[src/rtl/dequant_pkg.sv]
// Shared types and constants for the coefficient dequantizer.
// Latency: none (package only).
// Backpressure: n/a.
//
// Contents: HEVC flat scale table indexed by qp%6, the inverse-quantizer
// base shift, the block FSM states and the captured per-block config.
package dequant_pkg;

    localparam int IQUANT_SHIFT = 6;

    // Element [i] is the scale for qp%6 == i.
    localparam logic [5:0][6:0] SCALE_TABLE = {7'd72, 7'd64, 7'd57, 7'd51, 7'd45, 7'd40};

    typedef enum logic [1:0] {
        IDLE  = 2'd0,
        RUN   = 2'd1,
        DRAIN = 2'd2
    } state_t;

    typedef struct packed {
        logic signed [5:0] tshift;
        logic signed [5:0] rshift;
        logic [6:0]        scale;
        logic [4:0]        max_dr;
        logic [10:0]       count;
    } dq_cfg_t;

    function automatic logic [6:0] scale_of(input logic [2:0] qp_rem);
        scale_of = SCALE_TABLE[0];
        for (int i = 0; i < 6; i++) begin
            if (qp_rem == 3'(i)) begin
                scale_of = SCALE_TABLE[i];
            end
        end
    endfunction

endpackage

[src/rtl/dq_shift_derive.sv]
// Combinational per-block derivation of tshift, rshift, scale and coefficient count.
// Latency: 0 cycles (pure combinational).
// Backpressure: none; sampled by the parent on its config handshake.
//
// Ports: raw block configuration in (bit depth, log2 size, max dynamic range,
// transform-skip / extended-precision flags, qp); cfg out as dq_cfg_t.
module dq_shift_derive
    import dequant_pkg::*;
(
    input  logic [3:0] channel_bit_depth,
    input  logic [2:0] log2_tr_size,
    input  logic [4:0] max_log2_tr_dynamic_range,
    input  logic       use_transform_skip,
    input  logic       extended_precision_processing,
    input  logic [5:0] qp,
    output dq_cfg_t    cfg
);

    logic [2:0] size_c;
    logic [5:0] qp_c;
    logic [3:0] qp_per;
    logic [2:0] qp_rem;
    logic [7:0] tshift_w;
    logic [5:0] tshift;
    logic [7:0] rshift_w;

    always_comb begin
        size_c = log2_tr_size;
        if (log2_tr_size < 3'd2) begin
            size_c = 3'd2;
        end else if (log2_tr_size > 3'd5) begin
            size_c = 3'd5;
        end

        qp_c   = (qp > 6'd51) ? 6'd51 : qp;
        qp_per = 4'(qp_c / 6'd6);
        qp_rem = 3'(qp_c % 6'd6);

        // Two's-complement arithmetic in 8 bits, then truncated to the
        // signed 6-bit field; the bit pattern is what matters.
        tshift_w = {3'b000, max_log2_tr_dynamic_range}
                 - {4'b0000, channel_bit_depth}
                 - {5'b00000, size_c};
        tshift   = tshift_w[5:0];
        if (use_transform_skip && extended_precision_processing && tshift[5]) begin
            tshift = '0;
        end

        rshift_w = 8'(IQUANT_SHIFT) - {{2{tshift[5]}}, tshift} - {4'b0000, qp_per};

        cfg.tshift = tshift;
        cfg.rshift = rshift_w[5:0];
        cfg.scale  = scale_of(qp_rem);
        cfg.max_dr = max_log2_tr_dynamic_range;
        cfg.count  = 11'd1 << {size_c, 1'b0};
    end

endmodule

[src/rtl/coeff_dequantizer.sv]
// Streaming inverse quantizer: one transform block of levels -> clipped coefficients.
// Latency: 2 cycles from level accept to coef_valid; 1 coefficient per cycle.
// Backpressure: coef_ready low freezes both pipeline stages and drops lvl_ready.
//
// Ports: clk/rst (sync, active high); cfg_valid/cfg_ready plus block config;
// lvl_valid/lvl_ready/lvl_data input stream; coef_valid/coef_ready/coef_data/
// coef_last output stream; busy while a block is in flight.
module coeff_dequantizer
    import dequant_pkg::*;
#(
    parameter int COEFF_W = 23,
    parameter int LEVEL_W = 16
) (
    input  logic                      clk,
    input  logic                      rst,
    input  logic                      cfg_valid,
    output logic                      cfg_ready,
    input  logic [3:0]                channel_bit_depth,
    input  logic [2:0]                log2_tr_size,
    input  logic [4:0]                max_log2_tr_dynamic_range,
    input  logic                      use_transform_skip,
    input  logic                      extended_precision_processing,
    input  logic [5:0]                qp,
    input  logic                      lvl_valid,
    output logic                      lvl_ready,
    input  logic signed [LEVEL_W-1:0] lvl_data,
    output logic                      coef_valid,
    input  logic                      coef_ready,
    output logic signed [COEFF_W-1:0] coef_data,
    output logic                      coef_last,
    output logic                      busy
);

    localparam int PROD_W = 48;
    localparam logic signed [PROD_W-1:0] ONE = PROD_W'(1);

    state_t  state, state_nxt;
    dq_cfg_t cfg_new, cfg_q;

    logic [10:0] acc_cnt;
    logic        adv, cfg_fire, lvl_fire, out_fire, last_accept;

    logic                     s1_vld, s1_last;
    logic signed [PROD_W-1:0] s1_prod, s1_off;

    logic signed [PROD_W-1:0] lvl_ext, scl_ext, prod_w, off_w;
    logic signed [PROD_W-1:0] sum_w, shifted_w, pow, clip_hi, clip_lo, coef_sat;
    logic                     rs_pos;
    logic [5:0]               lsh;
    logic [COEFF_W-1:0]       coef_nxt;

    dq_shift_derive u_derive (
        .channel_bit_depth             (channel_bit_depth),
        .log2_tr_size                  (log2_tr_size),
        .max_log2_tr_dynamic_range     (max_log2_tr_dynamic_range),
        .use_transform_skip            (use_transform_skip),
        .extended_precision_processing (extended_precision_processing),
        .qp                            (qp),
        .cfg                           (cfg_new)
    );

    // Handshakes. rst gating keeps the ready outputs low during the reset cycle.
    assign adv         = !coef_valid || coef_ready;
    assign cfg_ready   = (state == IDLE) && !rst;
    assign lvl_ready   = (state == RUN) && adv && !rst;
    assign cfg_fire    = cfg_valid && cfg_ready;
    assign lvl_fire    = lvl_valid && lvl_ready;
    assign out_fire    = coef_valid && coef_ready;
    assign last_accept = lvl_fire && (acc_cnt == cfg_q.count - 11'd1);
    assign busy        = (state == RUN) || (state == DRAIN);

    always_ff @(posedge clk) begin
        if (rst) begin
            state <= IDLE;
        end else begin
            state <= state_nxt;
        end
    end

    always_comb begin
        state_nxt = state;
        case (state)
            IDLE:    if (cfg_fire) state_nxt = RUN;
            RUN:     if (last_accept) state_nxt = DRAIN;
            DRAIN:   if (out_fire && coef_last) state_nxt = IDLE;
            default: state_nxt = IDLE;
        endcase
    end

    // Stage 1 operands: product and rounding offset (offset only for right shifts).
    always_comb begin
        lvl_ext = {{(PROD_W-LEVEL_W){lvl_data[LEVEL_W-1]}}, lvl_data};
        scl_ext = {{(PROD_W-7){1'b0}}, cfg_q.scale};
        prod_w  = lvl_ext * scl_ext;
        rs_pos  = !cfg_q.rshift[5] && (cfg_q.rshift != 6'sd0);
        off_w   = '0;
        if (rs_pos) begin
            off_w = ONE << 6'(cfg_q.rshift - 6'sd1);
        end
    end

    // Stage 2 operands: shift (floor on the right), then clip to the dynamic range.
    always_comb begin
        sum_w = s1_prod + s1_off;
        lsh   = 6'(~cfg_q.rshift) + 6'd1;
        if (rs_pos) begin
            shifted_w = sum_w >>> cfg_q.rshift;
        end else begin
            shifted_w = sum_w <<< lsh;
        end
        pow      = ONE << cfg_q.max_dr;
        clip_hi  = pow - ONE;
        clip_lo  = -pow;
        coef_sat = shifted_w;
        if (shifted_w > clip_hi) begin
            coef_sat = clip_hi;
        end else if (shifted_w < clip_lo) begin
            coef_sat = clip_lo;
        end
        coef_nxt = coef_sat[COEFF_W-1:0];
    end

    always_ff @(posedge clk) begin
        if (rst) begin
            cfg_q      <= '0;
            acc_cnt    <= '0;
            s1_vld     <= 1'b0;
            s1_last    <= 1'b0;
            s1_prod    <= '0;
            s1_off     <= '0;
            coef_valid <= 1'b0;
            coef_data  <= '0;
            coef_last  <= 1'b0;
        end else begin
            if (cfg_fire) begin
                cfg_q   <= cfg_new;
                acc_cnt <= '0;
            end else if (lvl_fire) begin
                acc_cnt <= acc_cnt + 11'd1;
            end

            // Whole pipeline moves together; a stalled output freezes both stages.
            if (adv) begin
                s1_vld     <= lvl_fire;
                s1_last    <= last_accept;
                coef_valid <= s1_vld;
                coef_last  <= s1_vld && s1_last;
                if (lvl_fire) begin
                    s1_prod <= prod_w;
                    s1_off  <= off_w;
                end
                if (s1_vld) begin
                    coef_data <= coef_nxt;
                end
            end
        end
    end

endmodule

[config.mk]
export PLATFORM = sky130hd
export DESIGN_NAME = coeff_dequantizer
export DESIGN_NICKNAME = d
export VERILOG_FILES = /design/src/rtl/dequant_pkg.sv /design/src/rtl/dq_shift_derive.sv /design/src/rtl/coeff_dequantizer.sv
export SDC_FILE = /design/constraint.sdc
export NUM_CORES = 1
export LEC_CHECK = 0
export ABC_AREA = 1
export BUFFER_PORTS_ARGS = -buffer_cell sky130_fd_sc_hd__buf_2
export CAP_MARGIN = 20
export CORE_MARGIN = 3
export CORE_UTILIZATION = 50
export DETAILED_ROUTE_END_ITERATION = 8
export GPL_ROUTABILITY_DRIVEN = 0
export MAX_ROUTING_LAYER = met4
export PLACE_DENSITY = 0.69
export SLEW_MARGIN = 25
export SYNTH_ARGS = -nofsm -noshare
export SYNTH_HDL_FRONTEND = slang
export SYNTH_HIERARCHICAL = 1
export SYNTH_SLANG_ARGS = --single-unit
export TNS_END_PERCENT = 1
[constraint.sdc]
create_clock -name clk -period 6.5 [get_ports clk]
set_input_delay 0.325 -clock clk [delete_from_list [all_inputs] [get_ports clk]]
set_output_delay 0.325 -clock clk [all_outputs]
set_load 0.005 [all_outputs]
==> results_dict.tcl <==
set metrics [dict create \
    status "finished, final reports clean" \
    cp_max_fo 41 \
    hp-class "primary input to register" \
    clockRootBuffer "clkbuf_16" \
    cpMaxStageDelayCell "nor4b_1" \
    cts.repair.resized 0 \
    dp_hpwl_um 61000 \
    fin_util 0.538 \
    crit_path_end_kind "register" \
    whs_path_depth 2 \
    portBuffers 68 \
    swShare 0.618 \
    met2WireLength_um 31300 \
    placedCellCount 4611 \
    grt_pass1_vias 23000 \
    cts_inserted_buffers 17 \
    syn_area_um2 23800 \
    syn_to_final_growth_pct 5.71 \
    drc 0 \
    core_area_um2 46800 \
    maxSlewHeadroom 0.373 \
    crit_type "register to register" \
    grt_pass1_wl_um 122000 \
    clockBufferDepth 2 \
    cts.sinks 141 \
    crit_top_cell "nand2_1" \
    grt_overflow_total 0 \
    intPower_w 0.00521 \
    die_w_um 224 \
    dr.pass1.iters 6 \
    post_layout_nonfiller_instances 4642 \
    p_sw_w 0.00842 \
    worst_slew_pin_slew_ns 0.937 \
    drtIter0Drc 3083 \
    finalHoldViolations 0 \
    finalCritPeriodShare 0.907 \
    critPathRequiredTime_ns 6.82 \
    nets 4378 \
    pwr-share-seq 0.079 \
    start_util 0.509 \
    reg2reg_to "coef_data[13]" \
    post-cts-setup-buffer-count 0 \
    yosysWarnings 6 \
    clock_latency_ns 0.47 \
    antenna_found_initial 0 \
    io_pins 69 \
    wl_um 75800 \
    rsz0062_at_grt "no" \
    cts_hold_buf 0 \
    die_area_um2 50200 \
    via_per_inst 5.49 \
    route.layer.met1.wl_um 34700 \
    finClkSkew_ns 0.0189 \
    finalMaxSlewViolations 0 \
    antenna_cells 0 \
    cts_tree "yes" \
    vias 25500 \
    cp-startpoint "s1_prod[23]" \
    reg2regPathDepth 34 \
    route.met3.wl_um 7580 \
    rows 79 \
    grt.total_usage 0.310 \
    wire_per_inst_um 16.3 \
    pwr-share-comb 0.845 \
    highest_layer "met4" \
    grt_start_max_net_pins 87 \
    clk_pin_slew_ns 0.07 \
    die_h_um 224 \
    final_antenna_net_count 0 \
    vdd_drop_max_uv 560 \
    synthCells 4048 \
    critPathCapture "coef_data[13]" \
    p_per_area_nw_per_um2 542 \
    clkPwrFrac 0.076 \
    setup_viol 0 \
    avgSynthCellArea_um2 5.87 \
    fmax_ghz 0.170 \
    fin_hold_ws_ns 0.0899 \
    arrival_ns 6.22 \
    timing.rr.start "s1_prod[23]" \
    start_kind "register" \
    setup_tns_ns 0 \
    power_leakage_nw 13.8 \
    drive_gt1_frac 0.0674 \
    max_stage_delay_ns 0.52 \
    htreeDepth 4 \
    maxCapViolCount 0 \
    power.total_w 0.0136 \
    r2r_slack_ns 0.60 \
    min_period_ns 5.90 \
]
-- flip-flops by register name, indices dropped and copies added (netlist names) --
| signal | count |
|---|---|
| s1_off | 48 |
| cfg_q | 29 |
| s1_prod | 24 |
| coef_data | 23 |
| acc_cnt | 11 |
| state | 2 |
| coef_last | 1 |
| coef_valid | 1 |
| s1_last | 1 |
| s1_vld | 1 |
-- power by group through the flow --
stage / clock, W / sequential, W / combinational (W)
finish: 0.00104 / 0.00108 / 0.0115
global placement: 0 / 0.00109 / 0.0111
CTS: 0.00106 / 0.00108 / 0.0112
global route: 0.00109 / 0.00109 / 0.0128
floorplan: 0 / 0.00105 / 0.00841
detailed placement: 0 / 0.00109 / 0.0111
-- placed cells by master, fill, tap and decap left out, types with 11 or more instances in the layout --
master	instances
a21oi_1	191
a22o_1	14
a31oi_1	14
a32oi_1	12
buf_2	68
buf_4	37
clkbuf_16	17
conb_1	29
dfxtp_1	139
fa_1	91
ha_1	223
inv_1	634
inv_2	15
nand2_1	1123
nand2_2	35
nand3_1	560
nand3_2	28
nand4_1	38
nor2_1	271
nor2_2	25
nor3_1	34
o211ai_1	26
o21ai_0	158
o21ai_1	41
o21bai_1	11
xnor2_1	34
xor2_1	46
-- worst min path at each step --
stage	end	slack, ns	from
after floorplan	s1_off[32]	0.42	s1_off[32]
after global placement	s1_off[33]	0.43	s1_off[33]
after detailed placement	s1_off[33]	0.43	s1_off[33]
after CTS	s1_vld	0.07	coef_ready
after global routing	s1_vld	0.09	coef_ready
final	s1_vld	0.09	coef_ready
-- worst max-delay path, delay by kind of cell (launching register included) --
family	cells	cell delay [ns]
AOI/OAI and AO/OA	5	0.73
DFF	1	0.30
adders and majority gates	2	0.77
and+or+nand+nor	21	3.02
buffers and inverters	6	0.90
-- per-stage QoR --
step	setup WS [ns]	cell area, um2
2_1_floorplan	1.59	23900
4_1_cts	0.726	25100
5_1_grt	0.0505	25100
3_3_place_gp	0.784	24500
3_5_place_dp	0.770	24500
6_report	0.602	25100
-- area by class of cell --
cell class	instances	area, um2
fill	4983	21600
multi-input combinational	3102	17900
sequential	141	2830
inverter	656	2460
tap	607	759
timing repair buffer	105	618
clock buffer	17	425
clock inverter	14	183
-- metal layers --
metal | GRT usage | vias to the layer above
li1 | - | 12900
met1 | 0.430 | 11300
met2 | 0.448 | 1128
met3 | 0.0748 | 149
met4 | 0.0894 | 0
met5 | - | -
(Power assumes the default switching activity.)
